--- src/rtl/mem_access_master.sv ---
// mem_access_master
// Initiator-side engine for a single-port parity memory. It takes write and
// read commands from a valid/ready command channel and turns each one into a
// one-cycle memory strobe. Reads come back on a valid/ready response channel
// with the data, the parity bit stripped, and a parity-error flag.
//
// Handshake rule (both channels): a transfer happens on the posedge where
// valid & ready are both 1. A producer holds valid and its payload stable
// until that edge and never drops valid without a transfer.
//
// Ports
//   clk, rst_n              clock (posedge), asynchronous active-low reset
//   cmd_valid/cmd_ready     command handshake
//   cmd_write               1 = write, 0 = read
//   cmd_addr, cmd_wdata     command address and write data
//   rsp_valid/rsp_ready     read response handshake
//   rsp_rdata, rsp_perr     read data and parity-mismatch flag
//   mem_write, mem_read     memory strobes (one cycle each, never together)
//   mem_address             latched memory address
//   mem_data_in             latched memory write data
//   mem_data_out            memory read word, MSB = even parity; registered by
//                           the memory on the posedge where mem_read=1
//   err_count               saturating parity-error count
//   busy                    engine is not idle
//   dbg_state               current FSM state (IDLE=0 WR=1 RD=2 CAP=3 RSP=4)
//
// Build option
//   MEM_ACCESS_MASTER_PARITY_CHECK_EN: when defined the parity bit is checked
//   and rsp_perr/err_count are live. When undefined the parity bit is ignored
//   and rsp_perr/err_count stay 0. Timing is identical either way.
module mem_access_master #(
  parameter int AW  = 16,
  parameter int DW  = 8,
  parameter int ECW = 16
) (
  input  logic           clk,
  input  logic           rst_n,
  input  logic           cmd_valid,
  output logic           cmd_ready,
  input  logic           cmd_write,
  input  logic [AW-1:0]  cmd_addr,
  input  logic [DW-1:0]  cmd_wdata,
  output logic           rsp_valid,
  input  logic           rsp_ready,
  output logic [DW-1:0]  rsp_rdata,
  output logic           rsp_perr,
  output logic           mem_write,
  output logic           mem_read,
  output logic [AW-1:0]  mem_address,
  output logic [DW-1:0]  mem_data_in,
  input  logic [DW:0]    mem_data_out,
  output logic [ECW-1:0] err_count,
  output logic           busy,
  output logic [2:0]     dbg_state
);

  typedef enum logic [2:0] {
    S_IDLE = 3'd0,
    S_WR   = 3'd1,
    S_RD   = 3'd2,
    S_CAP  = 3'd3,
    S_RSP  = 3'd4
  } state_e;

  state_e         state_q,  state_d;
  logic [AW-1:0]  addr_q,   addr_d;
  logic [DW-1:0]  wdata_q,  wdata_d;
  logic [DW-1:0]  rdata_q,  rdata_d;
  logic           perr_q,   perr_d;
  logic [ECW-1:0] errcnt_q, errcnt_d;
  logic           perr_now;

`ifdef MEM_ACCESS_MASTER_PARITY_CHECK_EN
  // Even parity: the stored MSB equals the XOR of the data bits, so a
  // mismatch shows up as a 1 when everything is XORed together.
  assign perr_now = mem_data_out[DW] ^ (^mem_data_out[DW-1:0]);
`else
  // With checking disabled perr_now is constant 0, so the flag and counter
  // registers below collapse to constants.
  logic unused_parity_bit;
  assign unused_parity_bit = mem_data_out[DW];
  assign perr_now          = 1'b0;
`endif

  always_comb begin
    state_d  = state_q;
    addr_d   = addr_q;
    wdata_d  = wdata_q;
    rdata_d  = rdata_q;
    perr_d   = perr_q;
    errcnt_d = errcnt_q;
    unique case (state_q)
      S_IDLE: begin
        if (cmd_valid) begin
          addr_d  = cmd_addr;
          wdata_d = cmd_wdata;
          state_d = cmd_write ? S_WR : S_RD;
        end
      end
      S_WR:  state_d = S_IDLE;
      S_RD:  state_d = S_CAP;
      S_CAP: begin
        // Memory registered the word on the RD edge, so it is valid now.
        rdata_d = mem_data_out[DW-1:0];
        perr_d  = perr_now;
        if (perr_now && (errcnt_q != {ECW{1'b1}})) begin
          errcnt_d = errcnt_q + {{(ECW-1){1'b0}}, 1'b1};
        end
        state_d = S_RSP;
      end
      S_RSP: begin
        if (rsp_ready) state_d = S_IDLE;
      end
      default: state_d = S_IDLE;
    endcase
  end

  always_ff @(posedge clk or negedge rst_n) begin
    if (!rst_n) begin
      state_q  <= S_IDLE;
      addr_q   <= '0;
      wdata_q  <= '0;
      rdata_q  <= '0;
      perr_q   <= 1'b0;
      errcnt_q <= '0;
    end else begin
      state_q  <= state_d;
      addr_q   <= addr_d;
      wdata_q  <= wdata_d;
      rdata_q  <= rdata_d;
      perr_q   <= perr_d;
      errcnt_q <= errcnt_d;
    end
  end

  // Strobes and handshake signals decode straight from the state register,
  // so they are glitch-free and clear the moment reset asserts.
  assign cmd_ready   = (state_q == S_IDLE);
  assign mem_write   = (state_q == S_WR);
  assign mem_read    = (state_q == S_RD);
  assign rsp_valid   = (state_q == S_RSP);
  assign busy        = (state_q != S_IDLE);
  assign dbg_state   = state_q;
  assign mem_address = addr_q;
  assign mem_data_in = wdata_q;
  assign rsp_rdata   = rdata_q;
  assign rsp_perr    = perr_q;
  assign err_count   = errcnt_q;

endmodule

--- config.mk ---
export PLATFORM = sky130hd
export DESIGN_NAME = mem_access_master
export DESIGN_NICKNAME = d
export VERILOG_FILES = /design/src/rtl/mem_access_master.sv
export SDC_FILE = /design/constraint.sdc
export NUM_CORES = 1
export LEC_CHECK = 0
export BUFFER_PORTS_ARGS = -buffer_cell sky130_fd_sc_hd__buf_2
export CORE_ASPECT_RATIO = 0.9
export CORE_MARGIN = 5
export CORE_UTILIZATION = 39
export CTS_CLUSTER_DIAMETER = 60
export DETAILED_ROUTE_END_ITERATION = 10
export PLACE_DENSITY = 0.74
export SLEW_MARGIN = 10
export SYNTH_ARGS = -nofsm -noshare
export SYNTH_HDL_FRONTEND = slang
export SYNTH_SLANG_ARGS = --single-unit
--- constraint.sdc ---
create_clock -name clk -period 1.5 [get_ports clk]
set_clock_uncertainty 0.05 [all_clocks]
set_input_delay 0.3 -clock clk [delete_from_list [all_inputs] [get_ports clk]]
set_output_delay 0.3 -clock clk [all_outputs]
set_load 0.01 [all_outputs]
==> metrics.md, run 1 <==
| Metric | Value |
|---|---|
| Clock power frac | `12.9%` |
| Initial antenna violation count | `0` |
| Core Util, Final | `56.9%` |
| Crit path DAT | `1.33 ns` |
| Synth Cell Area | `0.00159 mm²` |
| CP max FO | `2` |
| Post-DP HPWL | `2490 µm` |
| Cell area power density | `2180 mW/mm²` |
| Design Power | `0.00499 W` |
| FMAX | `597 MHz` |
| Final nets | `236` |
| R2r setup slk | `-0.09 ns` |
| Post-Syn Instances | `103` |
| Iter 0 DRT Violations | `16` |
| Compound-Gate Fraction of Synth Area | `0.786%` |
| CTS clock-pin slew for the worst setup and hold paths | `0.07 ns` |
| Worst setup path class | `reg -> out` |
| Net Switching | `0.00165 W` |
| Post-synthesis sequential area ratio | `55.0%` |
| Outcome | `finished with violations` |
| Comb power frac | `53.4%` |
| Total congestion overflow | `0` |
| CORE AREA | `0.00402 mm²` |
| Synth unique cells | `19` |
| Skew-Pair Late Insertion Delay | `0.27 ns` |
| Die W | `77.3 µm` |
| Mux cell area share after synthesis | `27.4%` |
| Peak supply drop | `1.12 mV` |
| GP Congestion | `0.673` |
| IO Count | `95` |
| Synth Warn # | `0` |
| DR vias/cell | `4.42` |
| Int Power | `0.00335 W` |
| Commonest non-fill, non-tap cell in the layout | `buf_2` |
| Final min period | `1.68 ns` |
| Final setup margin | `-0.175 ns` |
| Worst hold margin | `0.195 ns` |
| CTS root buf | `clkbuf_8` |
| Pins Over Slew Limit | `0` |
| Full die area | `0.00546 mm²` |
| Fillers | `337` |
| Post-synthesis adder-cell area fraction | `0%` |
| CTS tree | `yes` |
| Setup-failing EPs final | `29` |
| Violated checks | `negative setup slack` |
| RSZ-0062 raised after global routing | `yes` |
| Period Utilization, post-route | `112%` |
| Via count | `1091` |
| Antenna-violating nets left | `0` |
| Cell row count | `22` |
| Count of input and output buffers | `76` |
| FF+latch count, synth | `35` |
| Drt first pass iters | `4` |
| Maxcap violations | `0` |
| Layout cell share with drive strength beyond 1 | `69.8%` |
| Main combinational cell family by area after synthesis | `multiplexers` |
| Flop pwr share | `33.6%` |
| Clk sinks | `35` |
| Synth Area in Simple Gates | `5.50%` |
| Starting Density | `39.6%` |
| Drt wl/cell | `14.7 µm` |
| Antenna Cells | `0` |
| Critical Path Source Type | `flop` |
| CTS H-Tree Depth | `2` |
| Tot GR Track Use | `12.2%` |
| Die height | `70.6 µm` |
| Largest net degree at the start of global routing | `25` |
| Most frequent cells in the layout | `buf_2 (74), dfrtp_1 (35), mux2_4 (24)` |
| Pleak | `1.20 nW` |
| Global-route wire length before repair | `5260 µm` |
| Syn_area_per_cell | `15.5 µm²` |
| Vias in the first global route | `1126` |
| Post-Synth XOR/XNOR Area | `0%` |
| HP Class | `in -> reg` |
| Crit path capture type | `primary output` |
| Sw Share | `33.0%` |
| Area growth syn-to-layout | `43.6%` |
| Endpoints failing hold | `0` |
| Total CTS buffers | `5` |
| Worst slack at placement | `-0.0394 ns` |
| Detailed Route WL | `3620 µm` |
| Longest Clk Path Bufs | `2` |
| CP required | `1.15 ns` |
| Residual DRC | `0` |
## final timing paths
path / startpoint / to / cells after the start
max in group asynchronous: rst_n / rsp_rdata[7] / 3
min in group asynchronous: rst_n / mem_data_in[2] / 2
worst max register to register: dbg_state[2] / mem_address[12] / 5
worst min register to register: rsp_rdata[1] / rsp_rdata[1] / 1
worst min-delay path: mem_data_out[6] / rsp_rdata[6] / 2
worst max-delay path: dbg_state[1] / cmd_ready / 4
## power by group through the flow
stage                     clock [W]  combinational [W]  sequential, W
after global placement            0            0.00216        0.00168
after global routing       0.000717            0.00284        0.00174
after floorplan                   0            0.00118        0.00193
after detailed placement          0            0.00220        0.00169
after CTS                  0.000674            0.00234        0.00169
final                      0.000646            0.00267        0.00168
## Yosys cell counts
master / number / area (µm²)
nand2_1: 1 / 3.75
and2_1: 1 / 6.26
o21a_1: 1 / 7.51
mux2_4: 20 / 300
inv_1: 1 / 3.75
conb_1: 1 / 3.75
nor2b_1: 1 / 6.26
nor2_1: 1 / 3.75
or3_1: 1 / 6.26
a21oi_1: 1 / 5.00
or4b_2: 1 / 10.0
mux2_2: 12 / 135
nor3b_1: 2 / 15.0
buf_6: 4 / 45.0
nor4b_4: 1 / 23.8
nor3_1: 1 / 5.00
nand3b_1: 1 / 7.51
buf_4: 17 / 128
dfrtp_1: 35 / 876
## sequential cells by signal, indices dropped and copies added (netlist names)
signal	cells
rsp_rdata	8
dbg_state	3
mem_address	16
mem_data_in	8
## through the flow
| stage | TNS [ns] | instance area [µm²] | cells |
|---|---|---|---|
| final | -2.34 | 2290 | 247 |
| after floorplan | -3.53 | 1650 | 119 |
| after global placement | 0 | 2000 | 228 |
| after detailed placement | -0.154 | 2000 | 228 |
| after CTS | -3.37 | 2150 | 240 |
| after global routing | -3.99 | 2290 | 247 |
## worst max-delay path: stages, from the launching register on
cell	delay, ns
dfrtp_1	0.41
buf_6	0.13
or3_4	0.36
inv_2	0.06
buf_6	0.09
## layout make-up
type | instances | area (µm²) | share of cell area, %
clock buffer | 6 | 72.6 | 3.17
clock inverter | 2 | 12.5 | 0.547
inverter | 1 | 3.75 | 0.164
multi-input combinational | 62 | 643 | 28.1
sequential | 35 | 876 | 38.3
tap | 48 | 60.1 | 2.63
timing repair buffer | 93 | 618 | 27.0
## timing repair
action	in CTS	in global routing
hold buffers	1	0
buffers inserted	3	4
endpoints found under the hold margin	15	0
pin swaps	1	5
gates cloned	0	3
setup endpoints to repair	20	38
resized for setup	8	11
## cells by family (layout without fill, tap and decap cells)
family / Yosys count / after routing
AO/OA/AOI/OAI: 2 / 2
AND/OR/NAND/NOR: 11 / 11
flip-flops: 35 / 35
multiplexers: 32 / 32
other: 1 / 17
buffers and inverters: 22 / 102
## metal layers
| layer | track usage [%] | vias up | wire length (µm) |
|---|---|---|---|
| met4 | 5.73 | 0 | 41 |
| li1 | - | 508 | - |
| met1 | 14.8 | 516 | 1550 |
| met3 | 5.85 | 4 | 424 |
| met2 | 18.2 | 63 | 1610 |
| met5 | 0 | - | 0 |
(Power assumes the default switching activity.)
==> run 2: changes to the inputs <==
==> constraint.sdc (replaced) <==
create_clock -name clk -period 1.5 [get_ports clk]
set_clock_uncertainty 0.05 [all_clocks]
set_input_delay 0.15 -clock clk [delete_from_list [all_inputs] [get_ports clk]]
set_output_delay 0.15 -clock clk [all_outputs]
set_load 0.01 [all_outputs]
==> run 2 against run 1 <==
  * The run still ends with negative setup slack left
  * Count of clock-buffer cells in the layout is 1 higher
  * Clock power up 8.5%
  * Critical path depth shrank 1
  * Flip-flop and latch count did not move
  * Combinational power grew 4%
  * Sequential share of layout area decreased by 1.0 points
  * Critical path type unchanged
  * Largest power group unchanged
  * Highest routed layer unchanged
==> metrics.md, run 2 (synthesized netlist as in run 1, its figures left out) <==
| Metric | Value |
|---|---|
| Worst setup path class | `reg -> out` |
| Detailed Route WL | `3570 µm (-1.3%)` |
| Cell area power density | `2210 mW/mm² (+0.98%)` |
| Comb power frac | `53.8% (+0.4 points)` |
| Crit path capture type | `primary output` |
| CORE AREA | `0.00402 mm² (unchanged)` |
| Longest Clk Path Bufs | `2 (unchanged)` |
| Clk sinks | `35 (unchanged)` |
| DR vias/cell | `4.41 (-0.20%)` |
| Global-route wire length before repair | `5140 µm (-2.4%)` |
| Fillers | `337 (unchanged)` |
| Antenna-violating nets left | `0 (unchanged)` |
| CTS clock-pin slew for the worst setup and hold paths | `0.07 ns (about the same)` |
| Die W | `77.3 µm (unchanged)` |
| Most frequent cells in the layout | `buf_2 (74), dfrtp_1 (35), mux2_4 (29)` |
| Design Power | `0.00518 W (+3.8%)` |
| Commonest non-fill, non-tap cell in the layout | `buf_2` |
| Final setup margin | `-0.0547 ns (+0.121 ns)` |
| Sw Share | `32.4% (-0.61 points)` |
| Max FFs per register | `16 (unchanged)` |
| CTS root buf | `clkbuf_8` |
| HP Class | `in -> reg` |
| Crit path DAT | `1.35 ns (+0.02 ns)` |
| Tot GR Track Use | `12.0% (-0.20 points)` |
| Critical Path Source Type | `flop` |
| Count of input and output buffers | `76 (unchanged)` |
| Period Utilization, post-route | `104% (-8.0 points)` |
| FMAX | `643 MHz (+7.8%)` |
| GP Congestion | `0.710 (+5.6%)` |
| Layout cell share with drive strength beyond 1 | `70.3% (+0.45 points)` |
| Violated checks | `negative setup slack` |
| Total CTS buffers | `5 (unchanged)` |
| Die height | `70.6 µm (unchanged)` |
| Clock power frac | `13.5% (+0.6 points)` |
| Core Util, Final | `58.5% (+1.6 points)` |
| Drt first pass iters | `2 (-2)` |
| Final nets | `239 (+1.3%)` |
| Initial antenna violation count | `0 (unchanged)` |
| CTS H-Tree Depth | `2 (unchanged)` |
| Drt wl/cell | `14.3 µm (-2.5%)` |
| Pins Over Slew Limit | `0 (unchanged)` |
| Outcome | `finished with violations` |
| Net Switching | `0.00168 W (+1.9%)` |
| CP max FO | `3 (+1)` |
| Area growth syn-to-layout | `47.6%` |
| Largest net degree at the start of global routing | `36 (+44%)` |
| Final min period | `1.55 ns (-0.121 ns)` |
| CTS tree | `yes` |
| Post-route design area | `0.00235 mm² (+2.8%)` |
| Maxcap violations | `0 (unchanged)` |
| Cell row count | `22 (unchanged)` |
| Vias in the first global route | `1133 (+0.62%)` |
| Skew-Pair Late Insertion Delay | `0.28 ns (about the same)` |
| CP required | `1.30 ns (+0.15 ns)` |
| Via count | `1102 (+1.0%)` |
| Flop pwr share | `32.7% (-0.9 points)` |
| Peak supply drop | `1.08 mV (-4.3%)` |
| Residual DRC | `0 (unchanged)` |
| Total congestion overflow | `0 (unchanged)` |
| Int Power | `0.00351 W (+4.7%)` |
| Setup TNS | `-1.14 ns (+1.19 ns)` |
| Post-DP HPWL | `2340 µm (-6.4%)` |
| IO Count | `95 (unchanged)` |
| Pleak | `1.25 nW (+4.5%)` |
| Iter 0 DRT Violations | `32 (+16)` |
| Area post-placement | `0.00199 mm² (-0.62%)` |
| RSZ-0062 raised after global routing | `yes` |
| Antenna Cells | `0 (unchanged)` |
| Starting Density | `39.6% (unchanged)` |
| Endpoints failing hold | `0 (unchanged)` |
| Setup-failing EPs final | `30 (+3.4%)` |
| Full die area | `0.00546 mm² (unchanged)` |
-- run 2: cell count changes in the layout (fill, tap and decap cells not counted) --
cell        delta
clkinv_4       +1
clkbuf_16      +1
buf_6          +2
clkbuf_8       +1
mux2_4         +5
mux2_2         -5
buf_4          +1
clkinv_2       -1
buf_12         -1
clkinvlp_4     -1
-- run 2: stage by stage --
step           hold slack [ns]  setup WS (ns)  instances
4_1_cts                 0.0340        -0.0872        241
5_1_grt                 0.0251         -0.117        250
2_1_floorplan           -0.196         -0.173        119
6_report                0.0435        -0.0547        250
3_3_place_gp             0.158         0.0101        228
3_5_place_dp             0.157        -0.0221        228
-- run 2: layer usage --
metal  routed length (µm)  part of all wire (%)  global-route usage [%]
met5                    0                     0                       0
met4                   19                  0.53                    4.01
met3                  466                    13                    6.74
met2                 1620                    45                    18.3
met1                 1470                    41                    14.2
-- run 2: path summary, 6_finish.rpt --
check | startpoint | to | slack, ns | cells past startpoint
worst max-delay path | dbg_state[0] | busy | -0.05 | 3
worst min-delay path | cmd_addr[9] | mem_address[9] | 0.04 | 2
worst max register to register | dbg_state[1] | mem_address[4] | -0.05 | 5
worst min register to register | mem_data_in[5] | mem_data_in[5] | 0.45 | 1
max in group asynchronous | rst_n | dbg_state[2] | 0.71 | 3
min in group asynchronous | rst_n | mem_data_in[1] | 0.38 | 3
-- run 2: layout make-up --
cell class / count / area (µm²) / area share, %
inverter: 1 / 3.75 / 0.160
clock buffer: 7 / 86.3 / 3.67
multi-input combinational: 62 / 662 / 28.2
tap: 48 / 60.1 / 2.56
clock inverter: 1 / 8.76 / 0.373
sequential: 35 / 876 / 37.3
timing repair buffer: 96 / 653 / 27.8
-- run 2: critical path, stage by stage (launching register included) --
cell	delay (ns)
dfrtp_1	0.41
buf_6	0.13
or3_4	0.38
buf_2	0.15
-- run 2: power groups by stage --
stage | Clock (W) | Combinational, W | Sequential [W]
final | 0.000701 | 0.00279 | 0.00170
after global routing | 0.000780 | 0.00298 | 0.00176
after CTS | 0.000725 | 0.00236 | 0.00170
after detailed placement | 0 | 0.00220 | 0.00169
after global placement | 0 | 0.00216 | 0.00168
after floorplan | 0 | 0.00118 | 0.00193
-- run 2: what timing repair did --
item | in CTS | in global routing
endpoints found under the hold margin | 35 | 0
cloned | 0 | 4
buffers inserted | 4 | 5
resized for setup | 11 | 15
pin swaps | 1 | 5
setup endpoints to repair | 6 | 37
hold buffers | 1 | 0
